--- config.mk ---
export PLATFORM = sky130hd
export DESIGN_NAME = bus_decoder
export DESIGN_NICKNAME = d
export VERILOG_FILES = /design/src/rtl/bus_decoder_pkg.sv /design/src/rtl/bus_tag_match.sv /design/src/rtl/bus_decoder.sv
export SDC_FILE = /design/constraint.sdc
export NUM_CORES = 1
export LEC_CHECK = 0
export CORE_ASPECT_RATIO = 2
export CORE_UTILIZATION = 42
export DETAILED_ROUTE_END_ITERATION = 8
export GPL_ROUTABILITY_DRIVEN = 0
export PLACE_DENSITY = 0.86
export SYNTH_ARGS = -nofsm -noshare
export SYNTH_HDL_FRONTEND = slang
export SYNTH_SLANG_ARGS = --single-unit
--- constraint.sdc ---
create_clock -name clock -period 3.6 [get_ports clock]
set_input_delay 0.54 -clock clock [delete_from_list [all_inputs] [get_ports clock]]
set_output_delay 0.54 -clock clock [all_outputs]
set_load 0.01 [all_outputs]
--- src/rtl/bus_decoder_pkg.sv ---
// Shared definitions for the core-side bus decoder: FSM encoding, well-known
// slave tags and the bus data width.
package bus_decoder_pkg;

  localparam int DATA_WIDTH = 32;

  // Address[31:24] tags of the two original fixed slaves.
  localparam logic [7:0] MEMORY_TAG  = 8'h00;
  localparam logic [7:0] DISPLAY_TAG = 8'hff;

  // FSM state encoding.
  localparam logic [1:0] IDLE   = 2'd0;
  localparam logic [1:0] ACCESS = 2'd1;
  localparam logic [1:0] ERROR  = 2'd2;

  typedef enum logic [1:0] {
    ST_IDLE   = IDLE,
    ST_ACCESS = ACCESS,
    ST_ERROR  = ERROR
  } state_t;

  // Width of a slave index; a single slave still needs one bit.
  function automatic int sel_width(input int n);
    return (n > 1) ? $clog2(n) : 1;
  endfunction

endpackage

--- src/rtl/bus_tag_match.sv ---
// Combinational tag comparator: finds the lowest-index slave whose tag equals
// the top address byte.
module bus_tag_match
  import bus_decoder_pkg::*;
#(
  parameter int                      NUM_SLAVES = 2,
  parameter logic [NUM_SLAVES*8-1:0] SLAVE_TAGS = {DISPLAY_TAG, MEMORY_TAG},
  localparam int                     SEL_W      = sel_width(NUM_SLAVES)
) (
  input  logic [7:0]       i_tag,
  output logic             o_hit,
  output logic [SEL_W-1:0] o_sel
);

  logic [NUM_SLAVES-1:0] w_match;

  generate
    for (genvar gi = 0; gi < NUM_SLAVES; gi++) begin : g_match
      assign w_match[gi] = (i_tag == SLAVE_TAGS[gi*8 +: 8]);
    end
  endgenerate

  // Priority select: scanning downward lets the lowest matching index win.
  always_comb begin
    o_hit = |w_match;
    o_sel = '0;
    for (int i = NUM_SLAVES - 1; i >= 0; i--) begin
      if (w_match[i]) o_sel = SEL_W'(i);
    end
  end

endmodule

--- src/rtl/bus_decoder.sv ---
// Address decoder between the core and its peripherals: decodes the top address
// byte into one-hot chip selects, runs the ready handshake with a timeout, and
// returns registered read data plus a one-cycle error pulse.
module bus_decoder
  import bus_decoder_pkg::*;
#(
  parameter int                      NUM_SLAVES     = 2,
  parameter logic [NUM_SLAVES*8-1:0] SLAVE_TAGS     = {DISPLAY_TAG, MEMORY_TAG},
  parameter int                      TIMEOUT_CYCLES = 16,
  parameter int                      COUNT_WIDTH    = 8
) (
  input  logic                           clock,
  input  logic                           reset,
  input  logic [29:0]                    address,
  input  logic                           read,
  input  logic                           write,
  input  logic [NUM_SLAVES*DATA_WIDTH-1:0] slave_data,
  input  logic [NUM_SLAVES-1:0]          slave_ready,
  output logic [NUM_SLAVES-1:0]          slave_cs,
  output logic [DATA_WIDTH-1:0]          data_in,
  output logic                           ready,
  output logic                           bus_error,
  output logic [COUNT_WIDTH-1:0]         error_count
);

  localparam int  SEL_W      = sel_width(NUM_SLAVES);
  localparam int  TW         = (TIMEOUT_CYCLES > 0) ? $clog2(TIMEOUT_CYCLES + 1) : 1;
  localparam bit  TIMEOUT_EN = (TIMEOUT_CYCLES > 0);

  state_t                  r_state;
  logic [SEL_W-1:0]        r_sel;
  logic                    r_is_read;
  logic [NUM_SLAVES-1:0]   r_cs;
  logic [DATA_WIDTH-1:0]   r_data;
  logic                    r_ready;
  logic                    r_bus_error;
  logic [COUNT_WIDTH-1:0]  r_err_count;
  logic [TW-1:0]           r_timer;

  logic                    w_hit;
  logic [SEL_W-1:0]        w_sel;
  logic [TW-1:0]           w_timer_inc;
  logic [DATA_WIDTH-1:0]   w_slave_words [NUM_SLAVES];
  logic                    w_unused;

  // Only the tag byte takes part in decoding; the low word-address bits belong
  // to the slaves.
  assign w_unused = ^address[21:0];

  bus_tag_match #(
    .NUM_SLAVES (NUM_SLAVES),
    .SLAVE_TAGS (SLAVE_TAGS)
  ) u_tag_match (
    .i_tag (address[29:22]),
    .o_hit (w_hit),
    .o_sel (w_sel)
  );

  generate
    for (genvar gi = 0; gi < NUM_SLAVES; gi++) begin : g_words
      assign w_slave_words[gi] = slave_data[gi*DATA_WIDTH +: DATA_WIDTH];
    end
  endgenerate

  assign w_timer_inc = r_timer + TW'(1);

  // Access FSM with registered chip selects, read data, handshake and error count.
  always_ff @(posedge clock or negedge reset) begin
    if (!reset) begin
      r_state     <= ST_IDLE;
      r_sel       <= '0;
      r_is_read   <= 1'b0;
      r_cs        <= '0;
      r_data      <= '0;
      r_ready     <= 1'b0;
      r_bus_error <= 1'b0;
      r_err_count <= '0;
      r_timer     <= '0;
    end else begin
      r_ready     <= 1'b0;
      r_bus_error <= 1'b0;
      case (r_state)
        ST_IDLE: begin
          // The core still holds the finished request while ready is high,
          // so a new request is only taken once the pulse has gone.
          if (!r_ready) begin
            if (read && write) begin
              r_state <= ST_ERROR;
            end else if (read || write) begin
              if (w_hit) begin
                r_sel     <= w_sel;
                r_is_read <= read;
                r_cs      <= NUM_SLAVES'(1) << w_sel;
                r_timer   <= '0;
                r_state   <= ST_ACCESS;
              end else begin
                r_state <= ST_ERROR;
              end
            end
          end
        end
        ST_ACCESS: begin
          // A ready in the final timeout cycle still completes the access.
          if (slave_ready[r_sel]) begin
            if (r_is_read) r_data <= w_slave_words[r_sel];
            r_ready <= 1'b1;
            r_cs    <= '0;
            r_timer <= '0;
            r_state <= ST_IDLE;
          end else if (TIMEOUT_EN && (w_timer_inc == TW'(TIMEOUT_CYCLES))) begin
            r_cs    <= '0;
            r_timer <= '0;
            r_state <= ST_ERROR;
          end else begin
            r_timer <= w_timer_inc;
          end
        end
        ST_ERROR: begin
          r_ready     <= 1'b1;
          r_bus_error <= 1'b1;
          if (r_err_count != {COUNT_WIDTH{1'b1}}) r_err_count <= r_err_count + COUNT_WIDTH'(1);
          r_state     <= ST_IDLE;
        end
        default: begin
          r_cs    <= '0;
          r_state <= ST_IDLE;
        end
      endcase
    end
  end

  assign slave_cs    = r_cs;
  assign data_in     = r_data;
  assign ready       = r_ready;
  assign bus_error   = r_bus_error;
  assign error_count = r_err_count;

endmodule

==> results.md, run 1 <==
- Outcome: finished, violations left
- Violated checks: DRC
- HPWL after detailed placement: 5.16 mm
- CP max stage delay: 0.55 ns
- Worst-Skew Late Latency: between 0.2 and 0.3 ns
- Die Ht: between 100 and 150 um
- Max frequency: around 0.46 GHz
- Post-place setup slack: 1.13 ns
- First drt pass iteration count: 8
- First-pass GRT wire length: 10.2 mm
- Post-CTS resize count: 0
- LEAKAGE: around 1.7 nW
- Final WL: 6.55 mm
- Average size of a mapped cell: 10.6 um^2
- Critical Path, Cell by Cell: clkdlybuf4s50_1, or4_4, nor2_4, o211a_4, or2_4, mux2_4
- Seq cells post-synth: 53
- IO Pins: 144
- Cts bufs inserted: 5
- WS Path Type: input port to register
- Clk_skew: slightly above 0.005 ns
- 1st-iter DRT viols: 106
- Synth warn: 0
- CP required: 3.77 ns
- Worst setup EP type: register
- Clock slew at the register clock pins of the worst setup and hold paths: 0.07 ns
- Fin area: 0.00405 mm^2
- GR Overflow Total: 0
- Synth unique cells: 44
- Final Power: about 1.7 mW
- Relative slew slack: 37.4%
- WP buf/inv: 1
- Worst slew pin tran: 0.936 ns
- Reg-to-reg critical path startpoint: r_state[1]
- Post-CTS setup buffers: 0
- Die width: 57.9 um
- Final ANT Viol Nets: 0
- RSZ-0062 raised after global routing: false
- Diode count: 0
- CTS tree: yes
- Worst Setup SP: address[22]
- Peak supply drop: 367 uV
- Yosys top cell area share: 50.5%
- Synthesized instance count: 247
- Share of layout cells above drive strength 1: 7.88%
- Final setup TNS: 0 ns
- DRC: 9
- Post-synthesis instance area: 0.00263 mm^2
- Initial antenna violation count: 0
- Core area: ~0.0060 mm^2
- Clk sinks: 53
- Placed cells: 423
- Crit-path slowest cell: or4_4
- Largest net degree at the start of global routing: between 60 and 70
- Max-slew violation count: 0
- Post-synth EDFFs: 0
- Synthesized Nets: 352
- Gr usage total: 20.5%
- Final worst-path cycle share: 60.4%
- DP Area: 0.00389 mm^2
- Cell Rows: 40
- Clock Tree Root: clkbuf_16
- Final core utilization: 67.4%
- Worst-case clock buffer depth: 2
- Register area share after synthesis: around half
- Crit path max-delay family: simple AND/OR/NAND/NOR gates
- Reg2Reg Depth: 6
- Top cells by area, synth: dfrtp_1 (50%), mux2i_1 (13%), o21ai_0 (6.9%)
- Via count: 2275
- Vias per cell: between 5 and 6
- Worst min path class: input port to async pin
- Worst Hold Slack: 0.261 ns
- Pwr/cell area: roughly 410 mW/mm^2
- P&R area growth vs syn: 54.1%
- Layout Nets: 472
- Initial core utilization: a little over two fifths
- IO Port Bufs: roughly 120
- Final Hold Fails: 0
- WP data arrival: ~2.4 ns
- Worst path depth: 6
- Endpoints failing setup: 0
- Final min period: 2.17 ns
- Non-Filler Instances: around 430
- Reg2reg setup slack: 1.57 ns
- Die Footprint: around 0.0066 mm^2
- Ys flop type: dfrtp_1
- Worst-path fanout max: 6
- Fill count: 472
- Async S/R FF share, synth: 100%
- Leading area contributor after synthesis: dfrtp_1
- Max H-tree Level: 2
- DR WL/cell: approximately 15 um
- Final Worst Setup Slack: 1.43 ns
- Vias in the first global route: 2293
- Hold buffer count at CTS: 0
- CP Launch Type: input port
- Max cap viols: 0
[registers in the layout, summed over array words and instances, names as in the netlist]
name / count
error_count: 8
slave_cs: 2
r_timer: 5
r_sel: 1
r_is_read: 1
ready: 1
data_in: 32
bus_error: 1
r_state: 2
[final timing paths]
path,endpoint
min reg2reg,data_in[6]
min,error_count[0]
max,r_timer[0]
max reg2reg,data_in[23]
min in group clock,data_in[6]
max in group asynchronous,data_in[27]
[area by class of cell]
type | instances | area, um^2 | area share [%]
clock inverter | 1 | 5.00 | 0.124
inverter | 4 | 15.0 | 0.371
sequential | 53 | 1330 | 32.8
multi-input combinational | 180 | 1250 | 30.9
clock buffer | 7 | 153 | 3.77
tap | 63 | 78.8 | 1.95
timing repair buffer | 123 | 1220 | 30.2
[layout by cell type, fill, tap and decap left out, types with 2 or more instances in the layout]
cell / instances
nand4_1: 2
nor2b_1: 2
a32o_1: 2
nand2_1: 41
xnor2_1: 6
buf_4: 2
clkbuf_8: 2
nor4b_1: 2
nand3_1: 3
clkdlybuf4s50_1: 120
a31o_2: 2
xor2_1: 2
and2_1: 2
o21ai_0: 36
mux2i_1: 34
nor2_1: 7
inv_1: 4
mux2_2: 3
clkbuf_16: 5
dfrtp_1: 52
ha_1: 5
and3_1: 4
nand2b_1: 2
o21ai_1: 2
or4_4: 2
[report_power, final]
part           internal (mW)  leakage (nW)  total [mW]  switching, mW
Clock                  0.295        0.0799       0.495          0.201
Sequential             0.663         0.717       0.730         0.0665
Combinational          0.268         0.867       0.447          0.179
[synth_stat cells, types with 2 or more instances]
cell type	instances
xor2_1	2
nand2_1	42
nor4b_1	2
mux2i_1	34
o21ai_0	36
or4_4	2
nand2b_1	2
ha_1	5
a31o_2	2
nor2_1	7
clkbuf_1	5
nand4_1	2
o21ai_1	2
xnor2_1	6
and3_1	4
and2_1	2
buf_2	2
nand3_1	3
buf_1	3
a32o_1	2
inv_1	4
dfrtp_1	53
mux2_2	3
nor2b_1	2
[kinds of logic after synthesis]
family | Yosys count | synth area share (%)
AND/OR/NAND/NOR | 73 | 13.9
buffers and inverters | 14 | 2.09
XOR/XNOR | 8 | 2.67
adder cells (fa/ha/maj) | 5 | 2.38
AO/OA/AOI/OAI | 55 | 13.3
flip-flops | 53 | 50.5
multiplexers | 39 | 15.2
[layer usage]
metal | vias to the layer above | track usage, % | routed length, um
met5 | - | 0 | 0
met4 | 0 | 9.68 | 162
met3 | 13 | 1.81 | 298
met2 | 84 | 40.5 | 3810
met1 | 1064 | 20.3 | 2280
li1 | 1114 | - | -
No activity file was read; power rests on OpenSTA's default activity.
==> inputs of run 2 (changes only) <==
CORE_UTILIZATION = 39   (was 42)
PLACE_DENSITY = 0.81   (was 0.86)
clock period = 2.13 ns   (was 3.6 ns; I/O delays follow)
==> run 2 against run 1 <==
  * The run now ends clean
  * Largest cell class unchanged
  * Clock skew down 0.00052 ns
  * Cell area up 2.6%
  * Via count up 0.97%
  * Clock power up 88%
  * Critical path depth unchanged
==> results.md, run 2 (synthesized netlist as in run 1, its figures left out) <==
- Non-Filler Instances: 463 (+7.4%)
- Die Ht: 118 um (+3.7%)
- Outcome: completed
- Pwr/cell area: 703 mW/mm^2 (+70%)
- Fill count: 547 (+16%)
- Cts bufs inserted: 5 (unchanged)
- Clk_skew: 0.00457 ns (-0.000520 ns)
- CP required: 2.30 ns (-1.47 ns)
- Diode count: 0 (unchanged)
- CP Launch Type: input port
- Layout Nets: 479 (+1.5%)
- 1st-iter DRT viols: 101 (-4.7%)
- IO Port Bufs: 121 (unchanged)
- Core area: 0.00657 mm^2 (+9.4%)
- Final Hold Fails: 0 (unchanged)
- Die width: 60.1 um (+3.7%)
- Final ANT Viol Nets: 0 (unchanged)
- First drt pass iteration count: 4 (-4)
- CTS tree: yes
- P&R area growth vs syn: 58.1%
- Vias in the first global route: 2380 (+3.8%)
- Vias per cell: 4.96 (-6.0%)
- Max-slew violation count: 0 (unchanged)
- Final Worst Setup Slack: 0.262 ns (-1.16 ns)
- WS Path Type: input port to register
- Sequential Area: 0.00133 mm^2 (unchanged)
- Peak supply drop: 338 uV (-7.8%)
- Die Footprint: 0.00709 mm^2 (+7.5%)
- RSZ-0062 raised after global routing: false
- IO Pins: 144 (unchanged)
- Max reg flops: 32 (unchanged)
- Placed cells: 454 (+7.3%)
- Max frequency: approximately 0.54 GHz
- Area of the multi-input gates: 0.00125 mm^2 (unchanged)
- Share of layout cells above drive strength 1: 9.33% (+1.5 points)
- GR Overflow Total: 0 (unchanged)
- Final min period: 1.87 ns
- Final WL: 6.87 mm (+4.8%)
- Worst-case clock buffer depth: 2 (unchanged)
- Max cap viols: 0 (unchanged)
- Clock slew at the register clock pins of the worst setup and hold paths: 0.07 ns (about the same)
- HPWL after detailed placement: 5.47 mm (+6.1%)
- DRC: 0 (-9)
- First-pass GRT wire length: 11.0 mm (+6.9%)
- Final setup TNS: 0 ns (unchanged)
- Worst setup EP type: register
- Cell Rows: 42 (+5.0%)
- Worst slew pin tran: 0.563 ns (-0.373 ns)
- Worst min path class: register to register
- Post-place setup slack: -0.0417 ns (-1.17 ns)
- Commonest non-fill, non-tap cell in the layout: clkdlybuf4s50_1
- DR WL/cell: 14.8 um (-2.4%)
- Largest net degree at the start of global routing: 65 (unchanged)
- Initial core utilization: 40.0% (-3.8 points)
- Via count: 2297 (+0.97%)
- Final worst-path cycle share: 87.7%
- Crit-path slowest cell: or4_4
- Initial antenna violation count: 0 (unchanged)
- Gr usage total: 20.5% (+0.027 points)
- Clock Tree Root: clkbuf_16
- Endpoints failing setup: 0 (unchanged)
- Worst Hold Slack: 0.478 ns (+0.217 ns)
- Clk sinks: 53 (unchanged)
- Relative slew slack: 62.5% (+25 points)
- Most frequent cells in the layout: clkdlybuf4s50_1 (120), dfrtp_1 (52), nand2_1 (41)
- CP max stage delay: 0.55 ns (about the same)
- WP data arrival: 2.04 ns (-0.31 ns)
- Worst-path fanout max: 4 (-2)
- Worst-Skew Late Latency: 0.29 ns (about the same)
- Critical Path, Cell by Cell: clkdlybuf4s50_1, or4_4, nor2_4, o211a_4, or2_4, mux2_4
- Max H-tree Level: 2 (unchanged)
- LEAKAGE: 1.70 nW (+2.2%)
==> run 2: cell count changes in the layout (fill, tap and decap cells not counted) <==
| cell | before | now |
|---|---|---|
| clkinvlp_4 | 0 | 1 |
| clkinv_2 | 1 | 0 |
| bufinv_16 | 0 | 1 |
| buf_4 | 2 | 8 |
| dlygate4sd3_1 | 0 | 1 |
| clkbuf_8 | 2 | 1 |
==> run 2: layer usage <==
layer  vias up  GRT usage (%)  routed length (um)  part of all wire (%)
met5         -              0                   0                     0
met4         0           9.16                 212                   3.1
met3        14           2.53                 318                   4.6
met2        89           38.4                3910                    57
met1      1068           21.2                2420                    35
li1       1126              -                   -                     -
==> run 2: layout make-up <==
type	count	area share, %
clock buffer	6	3.34
clock inverter	2	0.903
inverter	4	0.361
multi-input combinational	180	30.1
sequential	53	31.9
tap	88	2.65
timing repair buffer	130	30.7
==> run 2: per-stage QoR <==
stage	power (mW)	instance area (um^2)	utilization, %
final	2.92	4160	63.3
after global routing	3.08	4160	63.3
after CTS	2.95	4160	63.3
after detailed placement	2.02	3970	60.4
after global placement	1.99	3970	60.4
after floorplan	1.57	2630	-
==> run 2: critical path, delay by kind of cell <==
family	cells	cell delay, ns
AOI/OAI and AO/OA	1	0.19
muxes	1	0.28
buffers and inverters	1	0.42
and+or+nand+nor	3	0.83
==> run 2: power breakdown <==
group	total, mW	internal, mW	switching (mW)
sequential	1.23	1.12	0.113
clock	0.932	0.586	0.345
combinational	0.754	0.455	0.299
==> run 2: final timing paths <==
check / from / end / slack (ns) / cells past startpoint
worst max-delay path: address[22] / r_timer[0] / 0.26 / 6
worst min register to register: data_in[12] / data_in[12] / 0.48 / 2
worst max register to register: r_state[1] / r_timer[3] / 0.28 / 6
max in group asynchronous: reset / error_count[3] / 1.02 / 3
min in group asynchronous: reset / data_in[1] / 0.50 / 2
worst min-delay path: data_in[12] / data_in[12] / 0.48 / 2
==> run 2: timing repair <==
item / CTS / global route
buffers inserted: 0 / 0
endpoints found under the setup margin: 0 / 0
hold buffers: 1 / 0
gates resized for setup: 0 / 0
endpoints found under the hold margin: 17 / 0
